**config.mk**
```make
export PLATFORM = sky130hd
export DESIGN_NAME = fetch_stage
export DESIGN_NICKNAME = d
export VERILOG_FILES = /design/src/rtl/fetch_pkg.sv /design/src/rtl/fetch_fifo.sv /design/src/rtl/fetch_stage.sv
export SDC_FILE = /design/constraint.sdc
export NUM_CORES = 1
export LEC_CHECK = 0
export BUFFER_PORTS_ARGS = -buffer_cell sky130_fd_sc_hd__buf_2
export CAP_MARGIN = 20
export CORE_MARGIN = 2
export CORE_UTILIZATION = 54
export DETAILED_ROUTE_END_ITERATION = 12
export PLACE_DENSITY_LB_ADDON = 0.25
export SYNTH_ARGS = -nofsm -noshare
export SYNTH_HDL_FRONTEND = slang
export SYNTH_SLANG_ARGS = --single-unit
```
**constraint.sdc**
```tcl
create_clock -name clk -period 2.45 [get_ports clk]
set_input_delay 0.245 -clock clk [delete_from_list [all_inputs] [get_ports clk]]
set_output_delay 0.245 -clock clk [all_outputs]
set_load 0.03 [all_outputs]
```
**src/rtl/fetch_pkg.sv**
```systemverilog
// Shared constants and types for the instruction fetch stage.
package fetch_pkg;

    localparam int unsigned ADDR_W = 9;
    localparam int unsigned DATA_W = 16;

    typedef enum logic [1:0] {
        ST_BOOT  = 2'd0,
        ST_FETCH = 2'd1,
        ST_FLUSH = 2'd2
    } fetch_state_e;

    typedef struct packed {
        logic [DATA_W-1:0] instr;
        logic [ADDR_W-1:0] pc;
    } fetch_entry_t;

endpackage

```
**src/rtl/fetch_fifo.sv**
```systemverilog
// Two-entry instruction buffer; slot0 is always the head entry.
module fetch_fifo #(
    parameter int unsigned W = 25
) (
    input  logic         clk,
    input  logic         rst_n,
    input  logic         push,
    input  logic         pop,
    input  logic         flush,
    input  logic [W-1:0] din,
    output logic [W-1:0] dout,
    output logic         full,
    output logic         empty,
    output logic [1:0]   count
);

    logic [W-1:0] slot0;
    logic [W-1:0] slot1;
    logic [1:0]   cnt;
    logic         do_push;
    logic         do_pop;

    assign full    = (cnt == 2'd2);
    assign empty   = (cnt == 2'd0);
    assign count   = cnt;
    assign dout    = slot0;
    assign do_pop  = pop && !empty;
    assign do_push = push && (!full || do_pop);

    always_ff @(posedge clk or negedge rst_n) begin
        if (!rst_n) begin
            slot0 <= '0;
            slot1 <= '0;
            cnt   <= '0;
        end else if (flush) begin
            cnt <= '0;
        end else begin
            case ({do_push, do_pop})
                2'b10: begin
                    if (cnt == 2'd0) slot0 <= din;
                    else             slot1 <= din;
                    cnt <= cnt + 2'd1;
                end
                2'b01: begin
                    slot0 <= slot1;
                    cnt   <= cnt - 2'd1;
                end
                2'b11: begin
                    if (cnt == 2'd1) begin
                        slot0 <= din;
                    end else begin
                        slot0 <= slot1;
                        slot1 <= din;
                    end
                end
                default: ;
            endcase
        end
    end

endmodule

```
**src/rtl/fetch_stage.sv**
```systemverilog
// Instruction fetch stage: owns the PC, issues synchronous memory reads,
// buffers responses in a 2-entry FIFO and handles branch redirects.
module fetch_stage #(
    parameter int unsigned       ADDR_W   = fetch_pkg::ADDR_W,
    parameter int unsigned       DATA_W   = fetch_pkg::DATA_W,
    parameter logic [ADDR_W-1:0] RESET_PC = '0
) (
    input  logic              clk,
    input  logic              rst_n,
    input  logic              fetch_en,
    output logic              imem_en,
    output logic [ADDR_W-1:0] imem_addr,
    input  logic [DATA_W-1:0] imem_rdata,
    input  logic              br_take,
    input  logic [ADDR_W-1:0] br_pc,
    input  logic [8:0]        br_offset,
    output logic              out_valid,
    input  logic              out_ready,
    output logic [DATA_W-1:0] out_instr,
    output logic [ADDR_W-1:0] out_pc
);

    import fetch_pkg::*;

    fetch_state_e             state_q;
    logic [ADDR_W-1:0]        pc_q;
    logic [ADDR_W-1:0]        req_addr_q;
    logic                     inflight_q;
    logic [ADDR_W-1:0]        target;
    logic                     pop;
    logic                     push;
    logic                     issue;
    logic [2:0]               occ;
    logic [2:0]               lim;
    logic [1:0]               fifo_count;
    logic                     fifo_full;
    logic                     fifo_empty;
    logic [DATA_W+ADDR_W-1:0] head;

    assign target = br_pc + ADDR_W'($signed(br_offset));

    // Issue only if the slot freed by this cycle's pop leaves room for the reply.
    assign pop   = out_valid && out_ready;
    assign occ   = {1'b0, fifo_count} + {2'b0, inflight_q};
    assign lim   = 3'd2 + {2'b0, pop};
    assign issue = fetch_en && (state_q == ST_FETCH) && !br_take && (occ < lim);
    assign push  = inflight_q && !br_take && (!fifo_full || pop);

    assign imem_en   = issue;
    assign imem_addr = pc_q;
    assign out_valid = !fifo_empty;
    assign out_instr = head[ADDR_W +: DATA_W];
    assign out_pc    = head[ADDR_W-1:0];

    always_ff @(posedge clk or negedge rst_n) begin
        if (!rst_n) begin
            state_q    <= ST_BOOT;
            pc_q       <= RESET_PC;
            req_addr_q <= '0;
            inflight_q <= 1'b0;
        end else begin
            inflight_q <= issue;
            if (issue) req_addr_q <= pc_q;
            if (br_take) begin
                pc_q    <= target;
                state_q <= ST_FLUSH;
            end else begin
                if (issue) pc_q <= pc_q + ADDR_W'(1);
                case (state_q)
                    ST_BOOT:  state_q <= ST_FETCH;
                    ST_FLUSH: state_q <= ST_FETCH;
                    default:  state_q <= state_q;
                endcase
            end
        end
    end

    fetch_fifo #(
        .W (DATA_W + ADDR_W)
    ) u_fifo (
        .clk   (clk),
        .rst_n (rst_n),
        .push  (push),
        .pop   (pop),
        .flush (br_take),
        .din   ({imem_rdata, req_addr_q}),
        .dout  (head),
        .full  (fifo_full),
        .empty (fifo_empty),
        .count (fifo_count)
    );

endmodule
```
==> key figures <==
Logic synthesis
  • Syn_nets: 363
  • FFs w/ async S/R, synth: 1.00
  • Synthesis-stage register bit count: 73
  • Top FF cell, synth: dfrtp_1
  • Post-synth EDFFs: 0
  • Sequential share of the synthesized area: 0.514
  • Post-Syn Area: 3560 um2
  • Mapped Avg Cell Area: 11.5 um2
  • Mapped Cells: 309
  • Library cells used by synthesis: 40
  • Synthesis warning total: 0

Setup path
  • Crit Path Class: reg2out
  • WP data arrival: 2.14 ns
  • Startpoint types: flop
  • Worst Path Required: 2.20 ns
  • Critical path fanouts, max: 23
  • CP endpoint kind: output port

Clocking
  • Clock Sinks: 73
  • Buffer type at the clock tree root: clkbuf_8
  • CTS Buffer Depth: 2
  • CTS H-tree depth: 3
  • Hold buffers post-CTS: 0
  • Reg clk slew, reported paths: ~0.08 ns
  • Total CTS buffers: 9
  • TritonCTS clock tree: built
  • Worst-Skew Late Latency: 0.34 ns

Finish
  • Antenna Cells: 0
  • Post-Layout Cell Count: 469
  • Register area: between 1500 and 2000 um2
  • Most frequent cells in the layout: 73 x dfrtp_1, 72 x buf_2, 35 x nor2_1
  • Area growth, synth to finish: 19.9%
  • Final instance area: 4270 um2
  • Final core utilization: 0.672
  • Area of the multi-input gates: 1640 um2
  • Layout filler cell count: 504
  • Layout cells sized above 1: 0.347
  • Commonest non-fill, non-tap cell in the layout: dfrtp_1
  • Layout Nets: roughly 440

Outcome
  • Status: finished clean

Pwr
  • Switching Share: 0.378
  • Peak supply drop: 0.684 mV
  • Pwr Density: 1120 nW/um2
  • Logic gate share of total power: 0.384
  • Pint: 2.97 mW
  • Sequential power share: 0.400
  • Leakage: 2.21 nW
  • Clock network power share: 0.216
  • Psw: 1.81 mW

GRT
  • Largest net degree at the start of global routing: 74
  • Gr ovfl total: 0
  • Initial antenna violation count: 0
  • GRT Total Usage: 0.197
  • Vias in the first global route: 2494
  • First-pass GRT wire length: ~11000 um

Detailed routing
  • DRC Markers: 0
  • Final wirelength: 6630 um
  • Antenna viol nets, final: 0
  • Drt initial violations: 124
  • DR vias/cell: between 5 and 6
  • Drt first pass iters: 4
  • DR WL/cell: 14.1 um
  • Total via count in the routed design: approximately 2500

Timing
  • Hold Vio Cnt, Final: 0
  • Fin crit period: 2.39 ns
  • Final Cycle Share: 0.974
  • Setup violators final: 0
  • Worst-margin pin slew: 0.907 ns
  • Unrepaired setup endpoints after global routing: false
  • Slew Limit Fails: 0
  • Max Clk Rate: 419 MHz
  • Slew headroom: 0.395
  • Post-route setup TNS: 0 ns
  • Clk_skew: 0.0122 ns

Place
  • Placed insts: 451
  • IO Port Bufs: 74
  • DP HPWL: 4580 um
  • Dpl cell area: between 4000 and 5000 um2
  • Final Wtd Congestion: 0.838

Die
  • Io pins: 75
  • Initial Utilization: 0.560
  • Die footprint: between 7000 and 8000 um2
  • Die extent in y: about 85 um
  • Cell row count: 29
  • Die width: 85.2 um
  • Core area: 6350 um2

Hold path
  • Worst min path class: in2async

Flow run
  • Max_cap viols: 0
## through the flow
stage	total power [mW]	hold slack (ns)	worst slack, ns
after floorplan	3.23	-0.0506	0.329
after global placement	3.70	0.437	0.283
after detailed placement	3.77	0.436	0.220
after CTS	4.82	0.0537	0.0331
after global routing	5.09	0.0991	0.00124
final	4.78	0.00792	0.0633
## synth_stat cells (all sizes together) (3+ instances only)
| master | n | area share |
|---|---|---|
| nand2b | 3 | 0.0053 |
| nor2 | 35 | 0.037 |
| inv | 9 | 0.0095 |
| nand4 | 3 | 0.0070 |
| xnor2 | 6 | 0.015 |
| buf | 8 | 0.014 |
| a21oi | 35 | 0.049 |
| xor2 | 7 | 0.017 |
| nand3 | 7 | 0.0098 |
| clkbuf | 6 | 0.0063 |
| dfrtp | 73 | 0.51 |
| o21ai | 5 | 0.0070 |
| mux2i | 29 | 0.082 |
| mux2 | 34 | 0.11 |
| ha | 14 | 0.049 |
| nand2 | 10 | 0.011 |
## flip-flops by register name, indices dropped and copies added, names as in the netlist
name / flops
req_addr_q: 9
state_q: 2
imem_addr: 9
u_fifo.dout: 25
u_fifo.slot1: 25
inflight_q: 1
u_fifo.count: 2
## worst max-delay path, cell delays in order (launching register included)
cell	delay (ns)
dfrtp_1	0.42
inv_1	0.11
ha_1	0.23
or3b_1	0.39
a211oi_2	0.27
buf_12	0.21
buf_4	0.18
## kinds of logic after synthesis
kind of cell               Yosys count  synth area share
DFF                                 73             0.514
and+or+nand+nor                     68            0.0890
muxes                               63             0.189
AOI/OAI and AO/OA                   54            0.0918
buffers and inverters               23            0.0295
adders and majority gates           15            0.0549
xor gates and xnor gates            13            0.0320
## power groups by stage
stage | logic, mW | clock network [mW] | registers [mW]
after floorplan | 0.850 | 0 | 2.38
after global placement | 1.79 | 0 | 1.91
after detailed placement | 1.83 | 0 | 1.94
after CTS | 1.84 | 1.06 | 1.92
after global routing | 2.00 | 1.11 | 1.97
final | 1.84 | 1.03 | 1.91
## cell type report
| cell class | instances | area share |
|---|---|---|
| tap | 77 | 0.0226 |
| timing repair buffer | 81 | 0.106 |
| inverter | 9 | 0.00792 |
| clock inverter | 5 | 0.0185 |
| multi-input combinational | 213 | 0.384 |
| clock buffer | 11 | 0.0331 |
| sequential | 73 | 0.428 |
## metal layers
layer | GRT usage | vias up | share of wire
met5 | 0 | - | 0
met4 | 0.0779 | 0 | 0.016
met3 | 0.0418 | 7 | 0.051
met2 | 0.325 | 61 | 0.49
met1 | 0.256 | 1177 | 0.45
li1 | - | 1247 | -
## worst paths after layout
check / startpoint / to / slack [ns] / depth (start not counted)
min in group clk: imem_rdata[14] / u_fifo.slot1[23] / 0.14 / 2
hold reg to reg: state_q[0] / state_q[1] / 0.48 / 2
setup reg to reg: u_fifo.count[1] / imem_addr[7] / 0.24 / 8
hold / removal: rst_n / u_fifo.dout[21] / 0.008 / 1
setup / recovery: u_fifo.count[1] / imem_en / 0.06 / 6
max in group asynchronous: rst_n / inflight_q / 1.83 / 1
## repair_timing
action / 4_1_cts / 5_1_grt
endpoints found under the setup margin: 1 / 1
pin swaps: 1 / 0
gates resized for setup: 1 / 0
setup buffers: 0 / 2
(Power assumes the default switching activity.)
